## src/rtl/fetch_stage.sv

```systemverilog
// Instruction fetch stage and IF/ID register. It owns the PC, fetches words over a req/ready
// handshake, holds the IF/ID register while decode stalls, and flushes on EX redirects.
module fetch_stage #(
    parameter logic [31:0] RESET_PC  = 32'h0000_1000,
    parameter logic [31:0] NOP_INSTR = 32'h0000_0000
) (
    input  logic        clk,
    input  logic        rst_n,
    output logic        imem_req,
    output logic [31:0] imem_addr,
    input  logic        imem_ready,
    input  logic [31:0] imem_rdata,
    input  logic        stall,
    input  logic        redirect,
    input  logic [31:0] redirect_pc,
    output logic        if_id_valid,
    output logic [31:0] if_id_instr,
    output logic [31:0] if_id_pc,
    output logic [31:0] if_id_pc4
);

    typedef enum logic [1:0] {BOOT, FETCH, HOLD, DRAIN} state_t;

    state_t      state;
    logic [31:0] pc;
    logic [31:0] skid_instr;
    logic [31:0] skid_pc;
    logic [31:0] target;
    logic        unused_redirect_lsbs;

    function automatic logic [31:0] inc4(input logic [31:0] a);
        return a + 32'd4;
    endfunction

    assign target               = {redirect_pc[31:2], 2'b00};
    assign unused_redirect_lsbs = ^redirect_pc[1:0];
    assign imem_req             = (state == FETCH) || (state == DRAIN);

    always_ff @(posedge clk or negedge rst_n) begin
        if (!rst_n) begin
            state       <= BOOT;
            pc          <= RESET_PC;
            imem_addr   <= RESET_PC;
            skid_instr  <= '0;
            skid_pc     <= '0;
            if_id_valid <= 1'b0;
            if_id_instr <= NOP_INSTR;
            if_id_pc    <= '0;
            if_id_pc4   <= '0;
        end else begin
            case (state)
                BOOT: begin
                    if (redirect) begin
                        pc        <= target;
                        imem_addr <= target;
                    end
                    state <= FETCH;
                end
                FETCH: begin
                    if (redirect) begin
                        if_id_valid <= 1'b0;
                        if_id_instr <= NOP_INSTR;
                        pc          <= target;
                        // An unanswered request cannot be withdrawn, so wait it out in DRAIN.
                        if (imem_ready) begin
                            imem_addr <= target;
                        end else begin
                            state <= DRAIN;
                        end
                    end else if (imem_ready && !stall) begin
                        if_id_valid <= 1'b1;
                        if_id_instr <= imem_rdata;
                        if_id_pc    <= pc;
                        if_id_pc4   <= inc4(pc);
                        pc          <= inc4(pc);
                        imem_addr   <= inc4(pc);
                    end else if (imem_ready) begin
                        skid_instr <= imem_rdata;
                        skid_pc    <= pc;
                        state      <= HOLD;
                    end else if (!stall) begin
                        if_id_valid <= 1'b0;
                        if_id_instr <= NOP_INSTR;
                    end
                end
                HOLD: begin
                    if (redirect) begin
                        if_id_valid <= 1'b0;
                        if_id_instr <= NOP_INSTR;
                        pc          <= target;
                        imem_addr   <= target;
                        state       <= FETCH;
                    end else if (!stall) begin
                        if_id_valid <= 1'b1;
                        if_id_instr <= skid_instr;
                        if_id_pc    <= skid_pc;
                        if_id_pc4   <= inc4(skid_pc);
                        pc          <= inc4(pc);
                        imem_addr   <= inc4(pc);
                        state       <= FETCH;
                    end
                end
                DRAIN: begin
                    if (redirect) begin
                        pc <= target;
                    end
                    // The stale response is dropped; the latest target wins.
                    if (imem_ready) begin
                        imem_addr <= redirect ? target : pc;
                        state     <= FETCH;
                    end
                end
                default: state <= BOOT;
            endcase
        end
    end

endmodule

```

## config.mk

```make
export PLATFORM = sky130hd
export DESIGN_NAME = fetch_stage
export DESIGN_NICKNAME = d
export VERILOG_FILES = /design/src/rtl/fetch_stage.sv
export SDC_FILE = /design/constraint.sdc
export NUM_CORES = 1
export LEC_CHECK = 0
export CAP_MARGIN = 25
export CORE_ASPECT_RATIO = 0.5
export CORE_MARGIN = 3
export CORE_UTILIZATION = 45
export DETAILED_ROUTE_END_ITERATION = 12
export PLACE_DENSITY = 0.8
export SLEW_MARGIN = 20
export SYNTH_ARGS = -nofsm -noshare
export SYNTH_HDL_FRONTEND = slang
export SYNTH_SLANG_ARGS = --single-unit
export TNS_END_PERCENT = 30
```

## constraint.sdc

```tcl
create_clock -name clk -period 2.6 [get_ports clk]
set_clock_uncertainty 0.2 [all_clocks]
set_input_delay 0.78 -clock clk [delete_from_list [all_inputs] [get_ports clk]]
set_output_delay 0.78 -clock clk [all_outputs]
set_load 0.03 [all_outputs]
```

==> flow_summary_export.csv <==
group,metric,value,unit
status,outcome,"completed",
logic_synthesis,synth.top_cell.area_share,47.4,%
sta,min_period_over_period,99.0,%
logic_synthesis,synth_warnings,0,
logic_synthesis,yosysUniqueCellTypes,61,
logic_synthesis,synth_area_leaders,"dfrtp_1 (47%), o21ai_0 (6.7%), nand2_1 (6.2%)",
sta,worst_slack,0.0267,ns
grt,grt_pass1_wl,55600,um
floorplanning,core-area,25400,um2
sta,max_freq,389,MHz
cts,root_buffer,"clkbuf_16",
floorplanning,die_h,120,um
placement,pre_cts_slack,-0.271,ns
layout,antenna_cells,0,
layout,area_growth,31.6,%
detailed_routing,drtIter0Drc,1032,
layout,final_common_cell,"dfrtp_1",
placement,dpl.hpwl,25400,um
cts,tritoncts,"yes",
sta,setup_viol,0,
logic_synthesis,synth_edf_count,0,
logic_synthesis,ys_seq_elements,225,
detailed_routing,wl_per_cell,19.5,um
flow_run,cap_violations,0,
grt,antenna_found_initial,1,
layout,fin_area,15500,um2
cts,cts_buffer_depth,3,
detailed_routing,ant_nets,0,
detailed_routing,drc,0,
floorplanning,die_w,235,um
cts,cts_buffers,22,
pwr,ir_drop,0.716,mV
cts,clk_pin_slew,0.07,ns
placement,io_buffers,196,
setup_path,setup.worst_path.class,"flop to flop",
setup_path,required,2.77,ns
sta,rsz0062_at_grt,"true",
setup_path,critPathLaunchType,"flop",
detailed_routing,first_pass_iters,6,
floorplanning,rows,41,
min_path,hp-class,"flop to flop",
logic_synthesis,synth_ff_type,"dfrtp_1",
pwr,p_leak,0.00656,uW
floorplanning,die-area,28300,um2
layout,regArea,5630,um2
pwr,total_power,19800,uW
detailed_routing,vias,10400,
logic_synthesis,avgSynthCellArea,9.55,um2
sta,slew_violations,0,
floorplanning,start_util,46.3,%
detailed_routing,wl_met2,16000,um
sta,hold_viol,0,
cts,cts_sinks,225,
setup_path,cp_data_arrival_time,2.75,ns
setup_path,crit_path_max_fanout,10,
layout,nets,1529,
sta,tightest_slew,0.840,ns
layout,nFillCells,2046,
grt,grt_use_total,24.3,%
pwr,powerDensity,1280,nW/um2
grt,grt-ovfl-total,0,
logic_synthesis,yosysTopAreaCell,"dfrtp_1",
sta,relSlewSlack,44.0,%
detailed_routing,wirelength_met1,15400,um
layout,drive_gt1_share,16.0,%
layout,multi_input_area,5720,um2
detailed_routing,wl,35400,um
placement,place_congestion,0.981,
grt,grt_max_degree,85,
logic_synthesis,synth_nets,1310,
logic_synthesis,netlist_area,11800,um2
layout,mostFrequentLayoutCells,"dfrtp_1 (222), nand2_1 (194), clkdlybuf4s50_1 (170)",
logic_synthesis,netlist_instances,1234,
detailed_routing,top_layer,"met5",
logic_synthesis,async_reset_ff_share,100,%
placement,dpl_cell_area,14700,um2
detailed_routing,wl_met3,2940,um
sta,period_minus_slack,2.57,ns
logic_synthesis,ys_seq_area_share,47.8,%
floorplanning,design.portCount,199,
cts,clock_latency,0.53,ns
setup_path,critPathCaptureType,"flop",
detailed_routing,vias_per_cell,5.74,
cts,h-tree-depth,1,
grt,grt_pass1_vias,10125,
per-stage QoR:
step / instances / util, % / setup TNS, ns / hold slack (ns)
after detailed placement: 1769 / 57.6 / -17.58 / 0.271
after floorplan: 1234 / - / 0 / 0.279
after CTS: 1810 / 60.6 / -0.0948 / 0.287
after global routing: 1813 / 60.9 / -0.0998 / 0.300
after global placement: 1769 / 57.6 / -12.04 / 0.264
final: 1813 / 60.9 / 0 / 0.279
flip-flops by register name, indices dropped and copies added (netlist names):
name and cells:
skid_instr 32, if_id_instr 32, if_id_pc 32, if_id_valid 1, pc 32, if_id_pc4 30
state 2, skid_pc 32, imem_addr 32
critical path, stage by stage (launching register included):
cell and delay, ns:
dfrtp_1 0.42, inv_1 0.13, ha_1 0.19, clkinv_1 0.30, nand2_1 0.28, o21ai_0 0.11, a222oi_1 0.62, o21ai_0 0.17
report_power, final:
| group | switching, uW | internal [uW] |
|---|---|---|
| Sequential | 1140 | 4950 |
| Combinational | 6120 | 4220 |
| Clock | 1390 | 1970 |
Yosys cell counts (all sizes together), types with 3 or more instances:
cell,count
a21boi,3
a21o,4
a21oi,41
a221o,5
a221oi,5
a22oi,33
a31oi,9
and2,5
and3,9
buf,33
clkbuf,71
dfrtp,223
ha,7
inv,16
mux2,64
mux2i,49
nand2,196
nand3,41
nand4,19
nor2,66
nor2b,6
nor3,12
nor4,9
o211ai,6
o21a,5
o21ai,165
o221ai,8
o22ai,5
o31a,5
o31ai,3
or3,3
xnor2,48
xor2,36
area by class of cell:
| type | instances | share of cell area [%] |
|---|---|---|
| clock buffers | 36 | 4.35 |
| repair buffers | 299 | 18.8 |
| clock inverters | 4 | 0.452 |
| inverters | 17 | 0.412 |
| flip-flops and latches | 225 | 36.3 |
| multi-input cells | 888 | 36.9 |
| well taps | 344 | 2.78 |
cells by family after synthesis:
kind of cell / Yosys count / share of synthesized area, %
and+or+nand+nor: 374 / 14.9
AOI/OAI and AO/OA: 310 / 15.7
DFF: 225 / 47.8
buffers and inverters: 121 / 4.29
muxes: 113 / 10.3
xor gates and xnor gates: 84 / 6.24
adders and majority gates: 7 / 0.743
repair_timing:
action / in CTS / in global routing
buffers inserted: 0 / 3
pin swaps: 0 / 4
hold buffers: 1 / 0
gates resized for setup: 14 / 23
endpoints found under the hold margin: 10 / 0
setup endpoints to repair: 12 / 21
metal layers:
| metal | GRT usage [%] | vias up |
|---|---|---|
| li1 | - | 4759 |
| met1 | 34.6 | 5077 |
| met2 | 37.7 | 480 |
| met3 | 4.74 | 82 |
| met4 | 7.90 | 2 |
| met5 | 0 | - |
path summary, 6_finish.rpt:
path | slack [ns] | from | to | cells past startpoint
worst min register to register | 0.28 | if_id_pc4[9] | if_id_pc4[9] | 2
max in group asynchronous | 1.04 | rst_n | if_id_instr[10] | 3
worst min-delay path | 0.28 | if_id_pc4[9] | if_id_pc4[9] | 2
worst max-delay path | 0.03 | state[0] | imem_addr[15] | 7
min in group asynchronous | 0.46 | rst_n | if_id_pc4[2] | 2
worst max register to register | 0.03 | state[0] | imem_addr[15] | 7
Power figures use the tool's default switching activity.
